==> src/rtl/qerv_pkg.sv <==
// Shared state encoding, decode flags and width helpers for the qerv serial sequencer.
// The top and the beat counter both take their beat count from beats_of().
package qerv_pkg;

  typedef enum logic [2:0] {
    ST_IDLE   = 3'd0,
    ST_FETCH  = 3'd1,
    ST_DECODE = 3'd2,
    ST_INIT   = 3'd3,
    ST_WAIT   = 3'd4,
    ST_EXEC   = 3'd5
  } state_t;

  // Decoder outputs captured in DECODE and held for the whole instruction.
  typedef struct packed {
    logic two_stage;
    logic mem_op;
    logic jump;
    logic iscomp;
    logic trap_req;
  } flags_t;

  function automatic bit w_legal(input int w);
    return (w == 1) || (w == 4);
  endfunction

  function automatic int beats_of(input int w);
    return 32 / w;
  endfunction

endpackage

==> src/rtl/qerv_beat_cnt.sv <==
// Beat counter for a 32-bit serial pass of W-bit beats, with bit-position strobes.
// Counts while i_en is high, wraps after the last beat, and is held at 0 while i_en is low.
module qerv_beat_cnt
  import qerv_pkg::*;
#(
  parameter int W     = 1,
  parameter int BEATS = beats_of(W)
) (
  input  logic clk,
  input  logic i_rst_n,
  input  logic i_en,
  output logic o_cnt0,
  output logic o_cnt1,
  output logic o_cnt2,
  output logic o_cnt12to31,
  output logic o_cnt_done
);

  localparam int CW = $clog2(BEATS);
  localparam logic [CW-1:0] LAST = CW'(BEATS - 1);

  logic [CW-1:0] r_cnt;
  logic [5:0]    w_lo;
  logic [5:0]    w_hi;

  always_ff @(posedge clk or negedge i_rst_n) begin
    if (!i_rst_n)
      r_cnt <= '0;
    else if (!i_en)
      r_cnt <= '0;
    else if (r_cnt == LAST)
      r_cnt <= '0;
    else
      r_cnt <= r_cnt + 1'b1;
  end

  // Bit range [w_lo, w_hi] of the 32-bit word carried by the current beat.
  assign w_lo = 6'(r_cnt) * 6'(W);
  assign w_hi = w_lo + 6'(W - 1);

  assign o_cnt0      = i_en && (w_lo == 6'd0);
  assign o_cnt1      = i_en && (w_lo <= 6'd1) && (w_hi >= 6'd1);
  assign o_cnt2      = i_en && (w_lo <= 6'd2) && (w_hi >= 6'd2);
  assign o_cnt12to31 = i_en && (w_lo >= 6'd12);
  assign o_cnt_done  = i_en && (r_cnt == LAST);

endmodule

==> src/rtl/qerv_seq.sv <==
// Instruction sequencer for a bit/nibble-serial core: fetch, decode, optional INIT pass, data wait, EXEC pass.
// Fetch-to-fetch is 1 + ibus ack latency + 1 + BEATS cycles for single-pass ops; WAIT stalls on i_dbus_ack.
// Optional QERV_MISALIGN_TRAP_EN: uncompressed jumps get an INIT pass that checks target bit 1 and traps.
module qerv_seq
  import qerv_pkg::*;
#(
  parameter int W     = 1,
  parameter int BEATS = beats_of(W)
) (
  input  logic clk,
  input  logic i_rst_n,
  output logic o_ibus_cyc,
  input  logic i_ibus_ack,
  input  logic i_two_stage,
  input  logic i_mem_op,
  input  logic i_dbus_ack,
  input  logic i_jump,
  input  logic i_iscomp,
  input  logic i_trap_req,
  input  logic i_tgt_bit1,
  output logic o_init,
  output logic o_cnt_en,
  output logic o_pc_en,
  output logic o_trap,
  output logic o_cnt0,
  output logic o_cnt1,
  output logic o_cnt2,
  output logic o_cnt12to31,
  output logic o_cnt_done
);

  if (!w_legal(W)) begin : g_w_check
    $error("qerv_seq: W must be 1 or 4");
  end

  state_t r_state;
  state_t w_next;
  flags_t r_flags;
  logic   r_ibus_cyc;
  logic   w_jump_init;
  logic   w_misalign;
  logic   w_unused;

`ifdef QERV_MISALIGN_TRAP_EN
  logic r_misalign;

  assign w_jump_init = i_jump && !i_iscomp;

  // Target bit 1 is only visible in the beat carrying bit 1 of the INIT pass.
  always_ff @(posedge clk or negedge i_rst_n) begin
    if (!i_rst_n)
      r_misalign <= 1'b0;
    else if (r_state == ST_DECODE)
      r_misalign <= 1'b0;
    else if ((r_state == ST_INIT) && o_cnt1 && r_flags.jump && !r_flags.iscomp && i_tgt_bit1)
      r_misalign <= 1'b1;
  end

  assign w_misalign = r_misalign;
  assign w_unused   = r_flags.two_stage;
`else
  assign w_jump_init = 1'b0;
  assign w_misalign  = 1'b0;
  assign w_unused    = ^{i_jump, i_iscomp, i_tgt_bit1,
                         r_flags.two_stage, r_flags.jump, r_flags.iscomp};
`endif

  always_ff @(posedge clk or negedge i_rst_n) begin
    if (!i_rst_n)
      r_state <= ST_IDLE;
    else
      r_state <= w_next;
  end

  always_comb begin
    w_next = r_state;
    unique case (r_state)
      ST_IDLE:   w_next = ST_FETCH;
      ST_FETCH:  if (i_ibus_ack) w_next = ST_DECODE;
      ST_DECODE: w_next = (i_two_stage || w_jump_init) ? ST_INIT : ST_EXEC;
      ST_INIT:   if (o_cnt_done) w_next = (r_flags.mem_op && !w_misalign) ? ST_WAIT : ST_EXEC;
      ST_WAIT:   if (i_dbus_ack) w_next = ST_EXEC;
      ST_EXEC:   if (o_cnt_done) w_next = ST_FETCH;
      default:   w_next = ST_IDLE;
    endcase
  end

  always_comb begin
    o_init   = 1'b0;
    o_cnt_en = 1'b0;
    o_pc_en  = 1'b0;
    o_trap   = 1'b0;
    case (r_state)
      ST_INIT: begin
        o_init   = 1'b1;
        o_cnt_en = 1'b1;
      end
      ST_EXEC: begin
        o_cnt_en = 1'b1;
        o_pc_en  = 1'b1;
        o_trap   = r_flags.trap_req || w_misalign;
      end
      default: ;
    endcase
  end

  // Fetch request rises with FETCH entry and drops on the acknowledging edge.
  always_ff @(posedge clk or negedge i_rst_n) begin
    if (!i_rst_n)
      r_ibus_cyc <= 1'b0;
    else if ((w_next == ST_FETCH) && (r_state != ST_FETCH))
      r_ibus_cyc <= 1'b1;
    else if ((r_state == ST_FETCH) && i_ibus_ack)
      r_ibus_cyc <= 1'b0;
  end

  assign o_ibus_cyc = r_ibus_cyc;

  always_ff @(posedge clk or negedge i_rst_n) begin
    if (!i_rst_n)
      r_flags <= '0;
    else if (r_state == ST_DECODE)
      r_flags <= '{two_stage: i_two_stage, mem_op: i_mem_op, jump: i_jump,
                   iscomp: i_iscomp, trap_req: i_trap_req};
  end

  qerv_beat_cnt #(
    .W     (W),
    .BEATS (BEATS)
  ) u_beat_cnt (
    .clk         (clk),
    .i_rst_n     (i_rst_n),
    .i_en        (o_cnt_en),
    .o_cnt0      (o_cnt0),
    .o_cnt1      (o_cnt1),
    .o_cnt2      (o_cnt2),
    .o_cnt12to31 (o_cnt12to31),
    .o_cnt_done  (o_cnt_done)
  );

endmodule
==> config.mk <==
export PLATFORM = sky130hd
export DESIGN_NAME = qerv_seq
export DESIGN_NICKNAME = d
export VERILOG_FILES = /design/src/rtl/qerv_pkg.sv /design/src/rtl/qerv_beat_cnt.sv /design/src/rtl/qerv_seq.sv
export SDC_FILE = /design/constraint.sdc
export NUM_CORES = 1
export LEC_CHECK = 0
export BUFFER_PORTS_ARGS = -buffer_cell sky130_fd_sc_hd__buf_2
export CORE_MARGIN = 2
export CORE_UTILIZATION = 44
export CTS_BUF_LIST = sky130_fd_sc_hd__clkbuf_8 sky130_fd_sc_hd__clkbuf_16
export DETAILED_ROUTE_END_ITERATION = 10
export MAX_ROUTING_LAYER = met4
export PLACE_DENSITY_LB_ADDON = 0.05
export RECOVER_POWER = 50
export SYNTH_ARGS = -nofsm -noshare
export SYNTH_HDL_FRONTEND = slang
export SYNTH_SLANG_ARGS = --single-unit
==> constraint.sdc <==
create_clock -name clk -period 1.7 [get_ports clk]
set_clock_uncertainty 0.15 [all_clocks]
set_input_delay 0.255 -clock clk [delete_from_list [all_inputs] [get_ports clk]]
set_output_delay 0.255 -clock clk [all_outputs]
set_load 0.01 [all_outputs]
==> metrics, run 1 <==
Slew Viols, Final=0; Synthesis Warnings=0; crit-path most repeated cell=and3_4; DRC viols=0; global route overflow=0; Cell Chain, Critical Path=ha_2, and3_4, ha_4, and3_4, buf_6; clock power share=0.161; area of the multi-input gates=408 um^2; Max clock buf depth=2; Highest Clock Rate=0.553 GHz; layout cells sized above 1=0.571; Post-Layout Cell Count=114; RSZ-0062 raised after global routing=yes; final core utilization=0.663; area grow syn2layout=42.9%; row count=14; library cells used by synthesis=30; IO buf count=16; number of global-route vias before repair=511; most frequent cells in the layout=buf_2, buf_4, inv_1, dfrtp_1; final setup fails=6; Die Height=43.6 um; Critical Path RT=1.29 ns; Clock Sinks=11; Sw Pwr=631 uW; Pleak=0.490 nW; worst hold path type=input port to flop; internal power=974 uW; Arr. time, crit path=1.40 ns; Final period util=1.06; status=complete, but fails checks; CTS tree=yes; Tmin final=1.81 ns; post-synthesis cell count=67; Filler Cells Inserted=123; initial antenna violation count=0; largest net degree at the start of global routing=13; Yosys reg bits=11; clk root buf=clkbuf_8; Slowest-stage cell, CP=dfrtp_1; Antenna Nets Post-Route=0; final hold vios=0; P per Cell Area=1630 nW/um^2; Finished Cell Area=987 um^2; Post-Syn Nets=81; dpl cells=102; first-pass GRT wire length=2350 um; relative slew slack=0.571; Cell Area, Placed=808 um^2; Pre-antenna DRT Iters=4; combinational share of power=0.554; final hold slack=0.0975 ns; Critical Path Source Type=flop; Synth Area per Inst=10.3 um^2; area leader, netlist=dfrtp_1; critical path type=flop to primary output; IO Pins=20; Final Net Count=113; post-synth top area share=0.399; hold wc startpoint=i_trap_req; H-Tree Depth=1; FF+latch area=279 um^2; vias per cell=5.02; max-cap viol count=0; crit-path max FO=2; Initial Utilization=0.464; CTS buffer count=3; sequential share of power=0.285; failing checks=negative setup slack; clk_lat worst skew=0.24 ns; Via Count=572; Peak VDD IR=0.920 mV; die outline width=43.6 um; worst r2r src=u_beat_cnt.r_cnt[0]; most area-consuming cells after synthesis=dfrtp_1, ha_1, mux2_2; final wirelength=1480 um; Worst Setup Slack, final=-0.108 ns; Critical Path Source=u_beat_cnt.r_cnt[0]; Cell Area, Synth=691 um^2; max incr delay on CP=0.37 ns; sequential area share after synthesis=0.399; total die area=1900 um^2; routed len/inst=13.0 um; HPWL after DPL=980 um; GRT Overall Usage=0.170; critical path endpoint category=primary output; Slew @ Worst Pin=0.643 ns; gpl congestion=0.812; core area=1490 um^2; DR iter-0 viols=11; n_diodes=0; Net Sw Frac=0.393; Worst-path clk slew=0.06 ns
-- synthesized netlist by cell type, drive strengths merged --
cell type and number:
a21oi 2, and2 1, and2b 1, and3 5, buf 3, dfrtp 11
ha 4, inv 7, mux2 3, nand2 4, nand2b 2, nand3 3
nor2 5, nor3 5, nor3b 1, o211ai 1, o21a 1, o21ai 3
o22ai 1, o311a 1, xnor2 1, xor2 2
-- area by class of cell --
| type | count | share of cell area |
|---|---|---|
| well taps | 16 | 0.0203 |
| clock buffers | 3 | 0.0418 |
| inverters | 7 | 0.0266 |
| multi-input cells | 46 | 0.413 |
| flip-flops and latches | 11 | 0.283 |
| clock inverters | 1 | 0.00380 |
| repair buffers | 30 | 0.212 |
-- kinds of logic (layout without fill, tap and decap cells) --
family,Yosys count,after routing,synth area share
muxes,3,3,0.0489
buffers and inverters,10,41,0.0815
DFF,11,11,0.399
xor gates and xnor gates,3,3,0.0652
and+or+nand+nor,27,27,0.250
AOI/OAI and AO/OA,9,9,0.0833
adders and majority gates,4,4,0.0725
-- per-layer routing --
layer	vias to the layer above	global-route usage	routed length, um
li1	288	-	-
met1	269	0.239	709
met2	13	0.244	714
met3	2	0.0375	42
met4	0	0.0545	14
met5	-	-	0
-- sequential cells by signal, summed over array words and instances (netlist names) --
name	cells
u_beat_cnt.r_cnt	5
o_ibus_cyc	1
r_state	3
r_flags	2
-- metrics by stage --
stage | power [mW] | worst slack, ns | setup TNS, ns
after floorplan | 0.982 | 0.0000507 | 0
after global placement | 1.15 | 0.0139 | 0
after detailed placement | 1.16 | 0.00593 | 0
after global routing | 1.72 | -0.156 | -0.583
after CTS | 1.46 | -0.112 | -0.180
final | 1.60 | -0.108 | -0.184
-- worst paths after layout --
check	end	slack [ns]	depth (start not counted)
worst min register to register	r_flags[3]	0.35	1
min in group asynchronous	o_ibus_cyc	0.40	2
worst max register to register	r_state[0]	0	7
worst min-delay path	r_flags[0]	0.1	2
max in group asynchronous	r_state[0]	0.54	2
worst max-delay path	o_cnt_done	-0.11	5
-- repair_timing --
item	in CTS	in global routing
cloned	0	0
gates resized for setup	9	10
buffers inserted	3	4
hold buffers	1	0
hold endpoints to repair	11	0
endpoints found under the setup margin	7	11
pin swaps	3	5
-- critical path: cells and delay by family (launching register included) --
family / cells / cell delay (ns)
simple gates: 2 / 0.34
buf+inv: 1 / 0.11
flops: 1 / 0.37
fa+ha+maj: 2 / 0.34
-- power by group through the flow --
stage               sequential [mW]  combinational [mW]  clock, mW
global route                  0.475               0.972      0.273
finish                        0.457               0.889      0.259
floorplan                     0.404               0.577          0
global placement              0.458               0.694          0
detailed placement            0.458               0.704          0
CTS                           0.454               0.740      0.266
No activity file was read; power rests on OpenSTA's default activity.
==> run 2, diff against run 1 <==
--- a/config.mk
+++ b/config.mk
@@ -5,8 +5,9 @@
 export SDC_FILE = /design/constraint.sdc
 export NUM_CORES = 1
 export LEC_CHECK = 0
+export ABC_AREA = 0
 export BUFFER_PORTS_ARGS = -buffer_cell sky130_fd_sc_hd__buf_2
-export CORE_MARGIN = 2
+export CORE_MARGIN = 5
 export CORE_UTILIZATION = 44
 export CTS_BUF_LIST = sky130_fd_sc_hd__clkbuf_8 sky130_fd_sc_hd__clkbuf_16
 export DETAILED_ROUTE_END_ITERATION = 10
==> metrics, run 2 (synthesis gave the netlist of run 1 again) <==
Pre-antenna DRT Iters=2; Slew @ Worst Pin=0.611 ns; Post-Layout Cell Count=113; P per Cell Area=1600 nW/um^2; Regs by FF count=u_beat_cnt.r_cnt x5, r_state x3, r_flags x2; Critical Path RT=1.29 ns; largest net degree at the start of global routing=13; Final Net Count=112; Reg2Reg Depth=7; max incr delay on CP=0.38 ns; final setup fails=4; hold wc startpoint=i_trap_req; sequential share of power=0.293; setup TNS=-0.215 ns; Antenna Nets Post-Route=0; hold path cells=2; Worst-path clk slew=0.05 ns; Critical Path Source Type=flop; relative slew slack=0.593; combinational share of power=0.544; core area=1510 um^2; Worst Setup Slack, final=-0.107 ns; Highest Clock Rate=0.553 GHz; status=complete, but fails checks; Initial Utilization=0.458; dpl cells=101; first-pass GRT wire length=2380 um; HPWL after DPL=1030 um; Tmin final=1.81 ns; clock power share=0.163; IO Pins=20; clk_lat worst skew=0.23 ns; Net Sw Frac=0.391; Pleak=0.484 nW; FF-to-FF End=r_state[0]; Via Count=562; CTS tree=yes; Slowest-stage cell, CP=dfrtp_1; final wirelength=1430 um; Slew Viols, Final=0; Arr. time, crit path=1.40 ns; Finished Cell Area=976 um^2; Worst Hold End=r_flags[0]; crit-path max FO=2; Clock Sinks=11; total die area=2460 um^2; CTS buffer count=3; number of global-route vias before repair=562; layout cells sized above 1=0.588; critical path type=flop to primary output; routed len/inst=12.6 um; H-Tree Depth=1; Max clock buf depth=2; Peak VDD IR=0.801 mV; DRC viols=0; worst r2r src=u_beat_cnt.r_cnt[0]; row count=14; DR iter-0 viols=3; failing checks=negative setup slack; die outline width=49.6 um; post-placement setup slack=-0.0113 ns; internal reg-to-reg setup slack=0 ns; n_diodes=0; clk root buf=clkbuf_8; most frequent cells in the layout=buf_2, buf_4, inv_1, dfrtp_1, nor2_1; area grow syn2layout=41.3%; max reg flops=5; most common cell after layout, fill and taps aside=buf_2; final hold vios=0; Top reg by flops=u_beat_cnt.r_cnt; GRT Overall Usage=0.124; Cell Chain, Critical Path=ha_2, and3_4, ha_4, and3_4, buf_6; Filler Cells Inserted=129; global route overflow=0; worst hold path type=input port to flop; initial antenna violation count=0; Cell Area, Placed=801 um^2; internal power=948 uW; final hold slack=0.102 ns; vias per cell=4.97; RSZ-0062 raised after global routing=yes; Sw Pwr=609 uW; crit-path most repeated cell=and3_4; Final period util=1.06; Die Height=49.6 um; gpl congestion=0.737; IO buf count=16; critical path endpoint category=primary output; max-cap viol count=0
[run 2: worst max-delay path: cells and delay by family, from the launching register on]
family,cells,cell delay (ns)
flip-flops,1,0.38
adder cells (fa/ha/maj),2,0.34
buffers and inverters,1,0.11
AND/OR/NAND/NOR,2,0.34
[run 2: power by group through the flow]
stage               logic, mW  clock network [mW]  registers, mW
global route            0.945               0.278          0.469
finish                  0.847               0.253          0.457
global placement        0.693                   0          0.459
CTS                     0.745               0.258          0.456
detailed placement      0.704                   0          0.463
floorplan               0.577                   0          0.404
[run 2: metrics by stage]
stage	power, mW	utilization
2_1_floorplan	0.982	-
3_3_place_gp	1.15	0.532
3_5_place_dp	1.17	0.532
4_1_cts	1.46	0.604
5_1_grt	1.69	0.648
6_report	1.56	0.648
[run 2: layout make-up]
| cell class | count | area, um^2 | area share |
|---|---|---|---|
| clock buffers | 3 | 41.3 | 0.0423 |
| clock inverters | 1 | 3.75 | 0.00385 |
| inverters | 7 | 26.3 | 0.0269 |
| multi-input cells | 46 | 409 | 0.419 |
| flip-flops and latches | 11 | 280 | 0.287 |
| well taps | 16 | 20.0 | 0.0205 |
| repair buffers | 29 | 195 | 0.200 |
[run 2: worst max path at each step]
stage,to,from,slack (ns)
4_1_cts,o_cnt_done,u_beat_cnt.r_cnt[1],-0.11
3_3_place_gp,o_cnt_done,u_beat_cnt.r_cnt[0],-0.002
5_1_grt,o_cnt_done,u_beat_cnt.r_cnt[0],-0.14
3_5_place_dp,o_cnt_done,u_beat_cnt.r_cnt[0],-0.01
2_1_floorplan,r_state[0],u_beat_cnt.r_cnt[0],0.00005
6_report,o_cnt_done,u_beat_cnt.r_cnt[0],-0.11
[run 2: metal layers]
| layer | GRT usage | vias up | routed length [um] | part of all wire |
|---|---|---|---|---|
| met5 | - | - | 0 | 0 |
| met4 | 0.0393 | 0 | 10 | 0.0070 |
| met3 | 0.0392 | 2 | 41 | 0.029 |
| met2 | 0.186 | 8 | 692 | 0.49 |
| met1 | 0.157 | 268 | 681 | 0.48 |
| li1 | - | 284 | - | - |
[run 2: what timing repair did]
action | CTS | global route
hold buffers | 1 | 0
pin swaps | 4 | 6
endpoints found under the hold margin | 11 | 0
setup buffers | 3 | 4
resized for setup | 9 | 11
endpoints found under the setup margin | 7 | 9
==> run 3, diff against run 2 <==
==> constraint.sdc (replaced) <==
create_clock -name clk -period 1.7 [get_ports clk]
set_clock_uncertainty 0.15 [all_clocks]
set_input_delay 0 -clock clk [delete_from_list [all_inputs] [get_ports clk]]
set_output_delay 0 -clock clk [all_outputs]
set_load 0.01 [all_outputs]
==> metrics, run 3 (synthesis gave the netlist of run 1 again) <==
Slew @ Worst Pin=0.596 ns; crit-path max FO=4; Final period util=0.966; Peak VDD IR=0.794 mV; die outline width=49.6 um; critical path endpoint category=flop; Slowest-stage cell, CP=dfrtp_1; critical path depth=6; row count=14; Reg2Reg Depth=6; Critical Path RT=1.70 ns; HPWL after DPL=986 um; Arr. time, crit path=1.64 ns; Pre-antenna DRT Iters=4; Max clock buf depth=2; Top reg by flops=u_beat_cnt.r_cnt; Highest Clock Rate=0.609 GHz; FF-to-FF End=u_beat_cnt.r_cnt[0]; max-cap viol count=0; Tmin final=1.64 ns; global route overflow=0; Antenna Nets Post-Route=0; core area=1510 um^2; Die Height=49.6 um; most frequent cells in the layout=buf_2, dfrtp_1, inv_1; CTS tree=yes; worst hold path type=input port to async pin; status=completed; H-Tree Depth=1; final wirelength=1400 um; P per Cell Area=1520 nW/um^2; total die area=2460 um^2; vias per cell=4.94; GRT Overall Usage=0.127; FF+latch area=277 um^2; Critical Path Source Type=flop; critical path type=flop to flop; area grow syn2layout=37.3%; CP Buf/Inv Count=2; post-placement setup slack=0.0338 ns; critical path's top delay family=adder cells; Pleak=0.480 nW; number of global-route vias before repair=545; largest net degree at the start of global routing=13; first-pass GRT wire length=2370 um; max reg flops=5; final hold vios=0; clk_lat worst skew=0.24 ns; IO Pins=20; Regs by FF count=u_beat_cnt.r_cnt x5, r_state x3, r_flags x2; max incr delay on CP=0.37 ns; worst r2r src=u_beat_cnt.r_cnt[1]; clk root buf=clkbuf_8; CTS buffer count=3; n_diodes=0; Slew Viols, Final=0; Final Net Count=112; Worst-path clk slew=0.05 ns; area of the multi-input gates=384 um^2; Critical Path Source=u_beat_cnt.r_cnt[1]; Worst Setup Slack, final=0.0576 ns; Initial Utilization=0.458; internal reg-to-reg setup slack=0.06 ns; end point of the critical path=u_beat_cnt.r_cnt[0]; DR iter-0 viols=9; initial antenna violation count=0; IO buf count=16; most common cell after layout, fill and taps aside=buf_2; DRC viols=0; final core utilization=0.630; Cell Chain, Critical Path=ha_2, and3_1, ha_2, buf_4, buf_4, nor3_1; relative slew slack=0.603; gpl congestion=0.745; Filler Cells Inserted=127; Via Count=558; routed len/inst=12.3 um; Clock Sinks=11; final setup fails=0; layout cells sized above 1=0.454; RSZ-0062 raised after global routing=yes
==> run 3: routing by layer <==
metal  up-vias  share of wire  global-route usage
met3         2          0.060              0.0361
li1        284              -                   -
met1       255           0.47               0.160
met4         0         0.0072              0.0655
met5         -              0                   -
met2        17           0.46               0.184
==> run 3: worst reg2reg max path, stage by stage (launching register included) <==
cell and delay [ns]:
dfrtp_1 0.37, ha_2 0.19, and3_1 0.18, ha_2 0.21, buf_4 0.14, buf_4 0.15
nor3_1 0.17
==> run 3: stage by stage <==
step	hold WS [ns]	setup TNS [ns]	instances	power, mW	area, um^2
5_1_grt	0.179	-0.0152	113	1.57	948
2_1_floorplan	-0.446	0	67	0.982	693
3_3_place_gp	-0.268	0	102	1.14	808
6_report	0.122	0	113	1.44	948
3_5_place_dp	-0.267	0	102	1.15	808
4_1_cts	0.0130	0	113	1.42	923
==> run 3: cell type report <==
cell class / instances / share of cell area
multi-input cells: 46 / 0.405
flip-flops and latches: 11 / 0.292
repair buffers: 29 / 0.207
clock buffers: 3 / 0.0435
inverters: 7 / 0.0277
well taps: 16 / 0.0211
clock inverters: 1 / 0.00396
==> run 3: repair_timing <==
item,CTS,global route
buffers inserted,1,0
pin swaps,0,1
gates cloned,0,0
gates resized for setup,1,8
hold buffers,6,0
endpoints found under the setup margin,1,7
hold endpoints to repair,17,0
==> run 3: how the worst min path moves through the flow <==
stage / start / to / slack (ns) / depth (start not counted)
6_report: i_rst_n / r_state[2] / 0.12 / 2
5_1_grt: i_rst_n / u_beat_cnt.r_cnt[2] / 0.18 / 2
4_1_cts: i_rst_n / r_state[1] / 0.01 / 2
3_5_place_dp: i_rst_n / r_state[1] / -0.27 / 1
3_3_place_gp: i_rst_n / r_state[1] / -0.27 / 1
2_1_floorplan: i_rst_n / o_ibus_cyc / -0.45 / 0
==> run 3: power by group <==
group / switching (mW) / internal [mW]
Sequential: 0.117 / 0.352
Combinational: 0.377 / 0.339
Clock: 0.100 / 0.159
